$ cat src/rtl/vmem_port_arbiter.sv
// -----------------------------------------------------------------------------
// vmem_port_arbiter
//
// Shares one single-port synchronous vector memory between N_REQ requesters,
// typically the vector load/store lanes. Grant is round-robin. A multi-beat
// burst locks the port to its owner until the beat marked req_last. The port
// carries one access per cycle. Read data comes back tagged with the id of the
// requester that issued the read.
//
// Ports
//   clk, rst_n     clock (rising edge), asynchronous active-low reset
//   req_valid      per-requester request valid
//   req_ready      per-requester accept (one-hot or zero)
//   req_we         per-requester write enable (1 = write, 0 = read)
//   req_last       per-requester final beat of a burst (1 = single access)
//   req_addr       packed addresses, requester i at [i*ADDR_W +: ADDR_W]
//   req_wdata      packed write data, requester i at [i*MEMORY_BITS +: MEMORY_BITS]
//   resp_valid     read response valid (no backpressure)
//   resp_id        requester that issued the read
//   resp_data      read data
//   mem_we         memory write enable
//   mem_addr       memory address
//   mem_wdata      memory write data
//   mem_rddata     memory read data, valid one cycle after the address
//
// Build option
//   VMEM_ARB_RESP_REG_EN  when defined, the response is registered once more
//                         (fire T -> response T+2). Otherwise the response
//                         arrives in T+1 with resp_data taken from mem_rddata.
// -----------------------------------------------------------------------------
module vmem_port_arbiter #(
   parameter int N_REQ       = 4,
   parameter int MEMORY_BITS = 32,
   parameter int ADDR_RANGE  = 32768,
   localparam int ADDR_W     = $clog2(ADDR_RANGE),
   localparam int ID_W       = $clog2(N_REQ)
) (
   input  logic                         clk,
   input  logic                         rst_n,
   input  logic [N_REQ-1:0]             req_valid,
   output logic [N_REQ-1:0]             req_ready,
   input  logic [N_REQ-1:0]             req_we,
   input  logic [N_REQ-1:0]             req_last,
   input  logic [N_REQ*ADDR_W-1:0]      req_addr,
   input  logic [N_REQ*MEMORY_BITS-1:0] req_wdata,
   output logic                         resp_valid,
   output logic [ID_W-1:0]              resp_id,
   output logic [MEMORY_BITS-1:0]       resp_data,
   output logic                         mem_we,
   output logic [ADDR_W-1:0]            mem_addr,
   output logic [MEMORY_BITS-1:0]       mem_wdata,
   input  logic [MEMORY_BITS-1:0]       mem_rddata
);

   localparam logic [0:0] ST_ARB  = 1'b0;
   localparam logic [0:0] ST_LOCK = 1'b1;

   logic [0:0]       state;
   logic [ID_W-1:0]  owner;
   logic [ID_W-1:0]  rr_ptr;

   logic [N_REQ-1:0] grant_oh;
   logic [ID_W-1:0]  grant_idx;
   logic [ID_W-1:0]  rr_next;
   logic             fire;
   logic             fire_last;
   logic             rd_fire;

   logic             rsp_v_q;
   logic [ID_W-1:0]  rsp_id_q;

   // ---------------------------------------------------------------------------
   // Grant selection. In ARB the scan starts at rr_ptr and wraps; in LOCK only
   // the burst owner can be granted, and only while it is presenting a request.
   // Grant depends on valid bits only, never on address or data.
   // ---------------------------------------------------------------------------
   always_comb begin
      int unsigned idx;
      logic        found;
      grant_oh  = '0;
      grant_idx = '0;
      found     = 1'b0;
      idx       = 0;
      if (state == ST_LOCK) begin
         if (req_valid[owner]) begin
            grant_oh[owner] = 1'b1;
            grant_idx       = owner;
         end
      end else begin
         for (int unsigned k = 0; k < N_REQ; k++) begin
            idx = (32'(rr_ptr) + k) % N_REQ;
            if (!found && req_valid[idx]) begin
               found          = 1'b1;
               grant_oh[idx]  = 1'b1;
               grant_idx      = ID_W'(idx);
            end
         end
      end
   end

   // Ready is forced low for the whole time reset is asserted, not just after
   // the first clock edge, so nothing can fire while rst_n is low.
   assign req_ready = rst_n ? grant_oh : '0;
   assign fire      = |req_ready;
   assign fire_last = fire & req_last[grant_idx];
   assign rr_next   = (grant_idx == ID_W'(N_REQ - 1)) ? '0 : grant_idx + 1'b1;

   // ---------------------------------------------------------------------------
   // Memory port: combinational from the granted requester, zero when idle.
   // ---------------------------------------------------------------------------
   always_comb begin
      mem_we    = 1'b0;
      mem_addr  = '0;
      mem_wdata = '0;
      if (fire) begin
         mem_we    = req_we[grant_idx];
         mem_addr  = req_addr[int'(grant_idx)*ADDR_W +: ADDR_W];
         mem_wdata = req_wdata[int'(grant_idx)*MEMORY_BITS +: MEMORY_BITS];
      end
   end

   assign rd_fire = fire & ~req_we[grant_idx];

   // ---------------------------------------------------------------------------
   // Arbitration state. The round-robin pointer moves only when a transfer
   // completes (single access or final burst beat), so a burst never perturbs
   // the fairness order.
   // ---------------------------------------------------------------------------
   always_ff @(posedge clk or negedge rst_n) begin
      if (!rst_n) begin
         state  <= ST_ARB;
         owner  <= '0;
         rr_ptr <= '0;
      end else if (fire_last) begin
         state  <= ST_ARB;
         rr_ptr <= rr_next;
      end else if (fire) begin
         state  <= ST_LOCK;
         owner  <= grant_idx;
      end
   end

   // First response stage: tags the read that goes to memory this cycle. The
   // memory returns its data one cycle later, aligned with this register.
   always_ff @(posedge clk or negedge rst_n) begin
      if (!rst_n) begin
         rsp_v_q  <= 1'b0;
         rsp_id_q <= '0;
      end else begin
         rsp_v_q  <= rd_fire;
         rsp_id_q <= rd_fire ? grant_idx : rsp_id_q;
      end
   end

`ifdef VMEM_ARB_RESP_REG_EN
   logic                   rsp_v_r;
   logic [ID_W-1:0]        rsp_id_r;
   logic [MEMORY_BITS-1:0] rsp_data_r;

   always_ff @(posedge clk or negedge rst_n) begin
      if (!rst_n) begin
         rsp_v_r    <= 1'b0;
         rsp_id_r   <= '0;
         rsp_data_r <= '0;
      end else begin
         rsp_v_r    <= rsp_v_q;
         rsp_id_r   <= rsp_v_q ? rsp_id_q : rsp_id_r;
         rsp_data_r <= rsp_v_q ? mem_rddata : rsp_data_r;
      end
   end

   assign resp_valid = rsp_v_r;
   assign resp_id    = rsp_id_r;
   assign resp_data  = rsp_data_r;
`else
   assign resp_valid = rsp_v_q;
   assign resp_id    = rsp_id_q;
   // Gated by the valid flag so idle cycles and reset present zero data
   // rather than whatever the memory is driving.
   assign resp_data  = rsp_v_q ? mem_rddata : '0;
`endif

endmodule

$ cat config.mk
export PLATFORM = sky130hd
export DESIGN_NAME = vmem_port_arbiter
export DESIGN_NICKNAME = d
export VERILOG_FILES = /design/src/rtl/vmem_port_arbiter.sv
export SDC_FILE = /design/constraint.sdc
export NUM_CORES = 1
export LEC_CHECK = 0
export BUFFER_PORTS_ARGS = -buffer_cell sky130_fd_sc_hd__buf_4
export CORE_AREA = 4 4 123 125
export CTS_CLUSTER_SIZE = 14
export DETAILED_ROUTE_END_ITERATION = 8
export DIE_AREA = 0 0 127 129
export GPL_TIMING_DRIVEN = 0
export SLEW_MARGIN = 20
export SYNTH_ARGS = -nofsm -noshare
export SYNTH_HDL_FRONTEND = slang
export SYNTH_SLANG_ARGS = --single-unit
$ cat constraint.sdc
create_clock -name clk -period 3.25 [get_ports clk]
set_clock_uncertainty 0.15 [all_clocks]
set_input_delay 0.325 -clock clk [delete_from_list [all_inputs] [get_ports clk]]
set_output_delay 0.325 -clock clk [all_outputs]
set_load 0.1 [all_outputs]
# ---- Word level (Yosys, flattened, before mapping)
# Cells that the tools add are included.
dict set report totals {
  ff_bits 8
  in_bits 234
  out_inout_bits 87
  elab_cells 98
}
dict set report classes {
  n_addsub 4
  multipliers 1
  order_cmp 11
  eq_ne 1
  shifts 2
  mux 53
  bitwise_logic 7
  n_reduce_logical 14
}
# operator n
set op_table {}
lappend op_table {{128-bit by 8-bit variable part select with 32-bit output} 1}
lappend op_table {{32-bit two-way mux} 2}
lappend op_table {{60-bit by 7-bit variable part select with 15-bit output} 1}
lappend op_table {{4-bit two-way mux} 10}
lappend op_table {{1-bit two-way mux} 21}
lappend op_table {{2-bit by 3-bit less-than comparator with 1-bit output, second input constant} 6}
lappend op_table {{15-bit two-way mux} 1}
lappend op_table {{1-bit binary-select mux with 2-bit select} 7}
lappend op_table {{2-bit two-way mux} 7}
lappend op_table {{4-bit OR} 3}
lappend op_table {{1-bit demux with 2-bit select} 5}
lappend op_table {{2-bit by 1-bit greater-or-equal comparator with 1-bit output, second input constant} 5}
lappend op_table {{1-bit logical AND} 8}
lappend op_table {{2-bit by 4-bit multiplier with 6-bit output, second input constant} 1}
lappend op_table {{2-bit by 1-bit adder with 2-bit output, second input constant} 2}
lappend op_table {{2-bit adder, second input constant} 2}
lappend op_table {{4-bit OR reduction} 1}
lappend op_table {{1-bit logical NOT} 3}
lappend op_table {{1-bit bitwise AND} 2}
lappend op_table {{2-bit equality test, second input constant} 1}
lappend op_table {{1-bit NOT} 2}
lappend op_table {{2-bit AND reduction} 1}
lappend op_table {{2-bit nonzero test} 1}

# ---- Longest topological paths before layout
dict set report depth {
  depth_word 21
  mapped_depth 14
  depth_no_buf 10
}

# ---- Least setup slack after synthesis
# OpenSTA, ideal clock, no wires.
dict set report synth_timing {
  kind {register to output}
  from {reg rr_ptr[0]}
  to {out mem_addr[14]}
  t_arrival_ps 5048
  required_ps 2775
  setup_slack_ps -2273
  path_stages_with_launch 14
  cell_sequence {dfrtp_1 > buf_6 > buf_6 > inv_1 > ha_1 > mux4_2 > a211oi_2 > a2111oi_2 > a21o_1 > buf_6 > clkinv_2 > clkbuf_1 > nand2_1 > a311oi_1}
}
dict set report synth_between {
  elab_chain_len 19
  elab_cells_between_ends 64
  classes_between {add/sub (3); mul (1); order compare (8); shift (1); mux (37); bitwise (3); reduce/logical (11)}
}
# item line_no
set synth_lines {}
lappend synth_lines {{start: declaration} 60} ;# logic [ID_W-1:0] rr_ptr;
lappend synth_lines {{start signal: assignment} 136} ;# rr_ptr <= rr_next;
lappend synth_lines {{1-bit binary-select mux with 2-bit select} 92} ;# if (!found && req_valid[idx]) begin
lappend synth_lines {{1-bit two-way mux (implied by the code)} 92}
lappend synth_lines {{1-bit two-way mux} 92}
lappend synth_lines {{1-bit two-way mux} 84} ;# if (state == ST_LOCK) begin
lappend synth_lines {{1-bit logical NOT} 92}
lappend synth_lines {{1-bit logical AND} 92}
lappend synth_lines {{1-bit two-way mux} 92}
lappend synth_lines {{1-bit two-way mux} 84}
lappend synth_lines {{[... 3 more ...]} --}
lappend synth_lines {{1-bit two-way mux} 84}
lappend synth_lines {{1-bit logical NOT} 92}
lappend synth_lines {{1-bit logical AND} 92}
lappend synth_lines {{2-bit two-way mux or 4-bit two-way mux (tied branches)} 92}
lappend synth_lines {{2-bit two-way mux or 4-bit two-way mux (tied branches)} 84}
lappend synth_lines {{2-bit by 4-bit multiplier with 6-bit output or 4-bit two-way mux (tied branches)} {117, 103}}
lappend synth_lines {{60-bit by 7-bit variable part select with 15-bit output or 4-bit OR reduction (tied branches)} {117, 104}}
lappend synth_lines {{15-bit two-way mux (*)} 115} ;# if (fire) begin
lappend synth_lines {{end: declaration} 50} ;# output logic [ADDR_W-1:0] mem_addr,
# Every way passes the cells marked *; elsewhere a longest branch is shown, timed or not. The select of a mux whose other input is x is not followed.

# ---- Worst setup path in the final report
dict set report layout_timing {
  from {reg rr_ptr[0]}
  to {out mem_wdata[14]}
}
dict set report layout_between {
  elab_chain_len 19
  elab_cells_between_ends 63
  classes_between {add/sub (3); order compare (8); shift (1); mux (37); bitwise (3); reduce/logical (11)}
}
# item line_no
set layout_lines {}
lappend layout_lines {{parallel branches: the longest is 18 deep, another holds 2-bit by 1-bit adder with 2-bit output} --}
lappend layout_lines {{32-bit two-way mux (*)} 115}
lappend layout_lines {{end: declaration} 51} ;# output logic [MEMORY_BITS-1:0] mem_wdata,
# Mark *: on every way between the ends. The select of a mux whose other input is x is not followed.

==> run summary <==
Post-synthesis sequential area ratio: 0.0663
Status: finished, violations left
# setup viols final: 49
Worst r2r src: rr_ptr[0]$_DFFE_PN0P_
Pin count of the biggest net entering global routing: 13
First-pass detailed-route iteration total: 4
Starting DRT DRC Count: 139
Row count: 43
Port Buffers: 320
Worst rel slew slack: 0.649
GRT overflow: 0
Drc violations: 0
Synth top area share: 0.136
Post-Syn Area per Cell: 6.77 µm²
Number of synthesized flops with an enable pin: 0
Max Cap Viol: 0
Initial Util: 0.218
Die area: 0.0164 mm²
Final Util: 0.613
Crit start category: register
Antenna Cells: 0
CTS buffer count: 3
Min Clock Period, post-route: 3.69 ns
Die width: 127 µm
Routability cong.: 0.900
Final WS setup: -0.443 ns
Initial antenna violation count: 0
Main flop type after synthesis: dfrtp_1
Final hold violations: 0
Warnings from Yosys: 0
Dpl cells: 946
Max Buffers Root-to-Sink: 2
TritonCTS clock tree: done
Commonest non-fill, non-tap cell in the layout: buf_4
Top post-synthesis cells by area: a311oi_1 (14%), nand2_1 (13%), a211oi_1 (13%)
Worst r2r path cells: 14
Worst endpoint required time: 2.77 ns
Die height: 129 µm
Crit-path max FO: 8
Fin cells: 990
Synth async-reset ratio: 1.00
Placeable Area: 0.0139 mm²
Nets: 1,055
Synthesized cell area: 0.00302 mm²
Crit Path Class: register to primary output
Seq cells post-synth: 8
Failing checks: negative setup slack
Actual slew at the worst max-slew pin: 0.527 ns
Commonest non-fill, non-tap cells in the layout: buf_4 (307), nand2_1 (75), buf_12 (55)
Final wirelength: 19,800 µm
R2R setup slack: -0.12 ns
Highest clock rate: 271 MHz
Clock slew at reported path FFs: 0.04 ns
Routed WL per cell: 20.0 µm
Reg2reg end: resp_id[1]$_DFFE_PN0P_
H-tree Lvls: 1
Worst skew pair latency: 0.23 ns
Final Max Tran Viols: 0
Layout cell share with drive strength beyond 1: 0.700
Distinct cells, synth: 55
Hpwl dp: 15,300 µm
Via density: 5.09
Unrepaired setup endpoints after global routing: yes
Post-route ant nets: 0
# clock sinks: 8
Arr. time, crit path: 3.22 ns
DR vias: 5,035
Syn_nets: 689
Crit path capture type: primary output
Tcrit/Tclk final: 1.14
Leading area contributor after synthesis: a311oi_1
Area Overhead vs Synth: 182%
Vias in the first global route: 5,292
First-pass GRT wire length: 28,400 µm
GRT Total Usage: 0.216
Min-delay worst type: primary input to asynchronous set/reset pin
Mapped Cells: 446
I/O pin cnt: 321
Root Buffer: clkbuf_16
synthesized netlist by cell type, types with 3 or more instances:
| master | count |
|---|---|
| o311ai_1 | 3 |
| inv_1 | 16 |
| nor2_1 | 3 |
| mux2_1 | 3 |
| a211oi_2 | 3 |
| nand3b_1 | 6 |
| a211oi_1 | 51 |
| nand2b_1 | 3 |
| a21oi_1 | 5 |
| and2_1 | 52 |
| clkbuf_1 | 13 |
| dfrtp_1 | 8 |
| nor3_1 | 3 |
| buf_6 | 5 |
| and2_0 | 28 |
| ha_1 | 9 |
| a21boi_0 | 5 |
| a311oi_1 | 47 |
| nand2_1 | 107 |
| buf_2 | 25 |
| o21ai_0 | 5 |
| mux4_2 | 3 |
| buf_4 | 4 |
per-layer routing:
metal	GRT usage	part of all wire	wire length, µm
met5	0	0	0
met4	0.0353	0.017	343
met3	0.0602	0.089	1750
met2	0.430	0.55	10800
met1	0.227	0.35	6830
registers in the layout (all words and copies together) (netlist names):
signal      cells
owner           2
resp_id         2
resp_valid      1
rr_ptr          2
state           1
layout make-up:
class,instances,area (µm²)
clock buffer,3,75.1
multi-input combinational,372,3870
inverter,18,96.3
fill,1233,5370
timing repair buffer,364,3470
sequential,8,203
buffer,45,573
tap,180,225
timing repair:
action                                 CTS  global route
setup buffers                           27             9
endpoints found under the hold margin    8             0
cloned                                   3             5
pin swaps                               37            44
setup endpoints to repair               59            55
hold buffers                             1             0
resized for setup                      269            67
metrics by stage:
stage	area, µm²	TNS [ns]	hold WS (ns)	setup slack (ns)
after detailed placement	6610	-35.68	0.0182	-0.793
after global routing	8510	-24.63	0.367	-0.551
after global placement	6610	-34.40	0.0162	-0.770
after floorplan	3990	-30.88	-0.121	-0.672
final	8510	-18.89	0.340	-0.443
after CTS	8130	-21.99	0.340	-0.499
how the worst max path moves through the flow:
stage,startpoint,end,slack (ns),cells past startpoint
after floorplan,rr_ptr[0]$_DFFE_PN0P_,mem_addr[0],-0.67,12
after global placement,rr_ptr[0]$_DFFE_PN0P_,mem_addr[0],-0.77,13
after detailed placement,rr_ptr[0]$_DFFE_PN0P_,mem_addr[0],-0.79,13
after CTS,rr_ptr[0]$_DFFE_PN0P_,mem_wdata[30],-0.50,16
after global routing,rr_ptr[1]$_DFFE_PN0P_,mem_wdata[15],-0.55,14
final,rr_ptr[0]$_DFFE_PN0P_,mem_wdata[14],-0.44,15
critical path: stages, from the launching register on:
cell and delay [ns]:
dfrtp_2 0.41, buf_12 0.14, inv_8 0.03, ha_4 0.27, mux4_2 0.38, a211oi_4 0.30, a2111oi_4 0.06, a21o_1 0.22
buf_12 0.16, clkinv_8 0.06, buf_12 0.14, buf_12 0.11, buf_16 0.12, nand2_4 0.05, a311oi_4 0.30, buf_12 0.22
cell families after synthesis:
group	synth area share
simple gates	0.363
compound gates	0.383
flops	0.0663
fa+ha+maj	0.0373
mux	0.0402
buf+inv	0.110
Power is not shown: default switching activity piles up to over one toggle a cycle in this logic, so the estimate is an artifact.
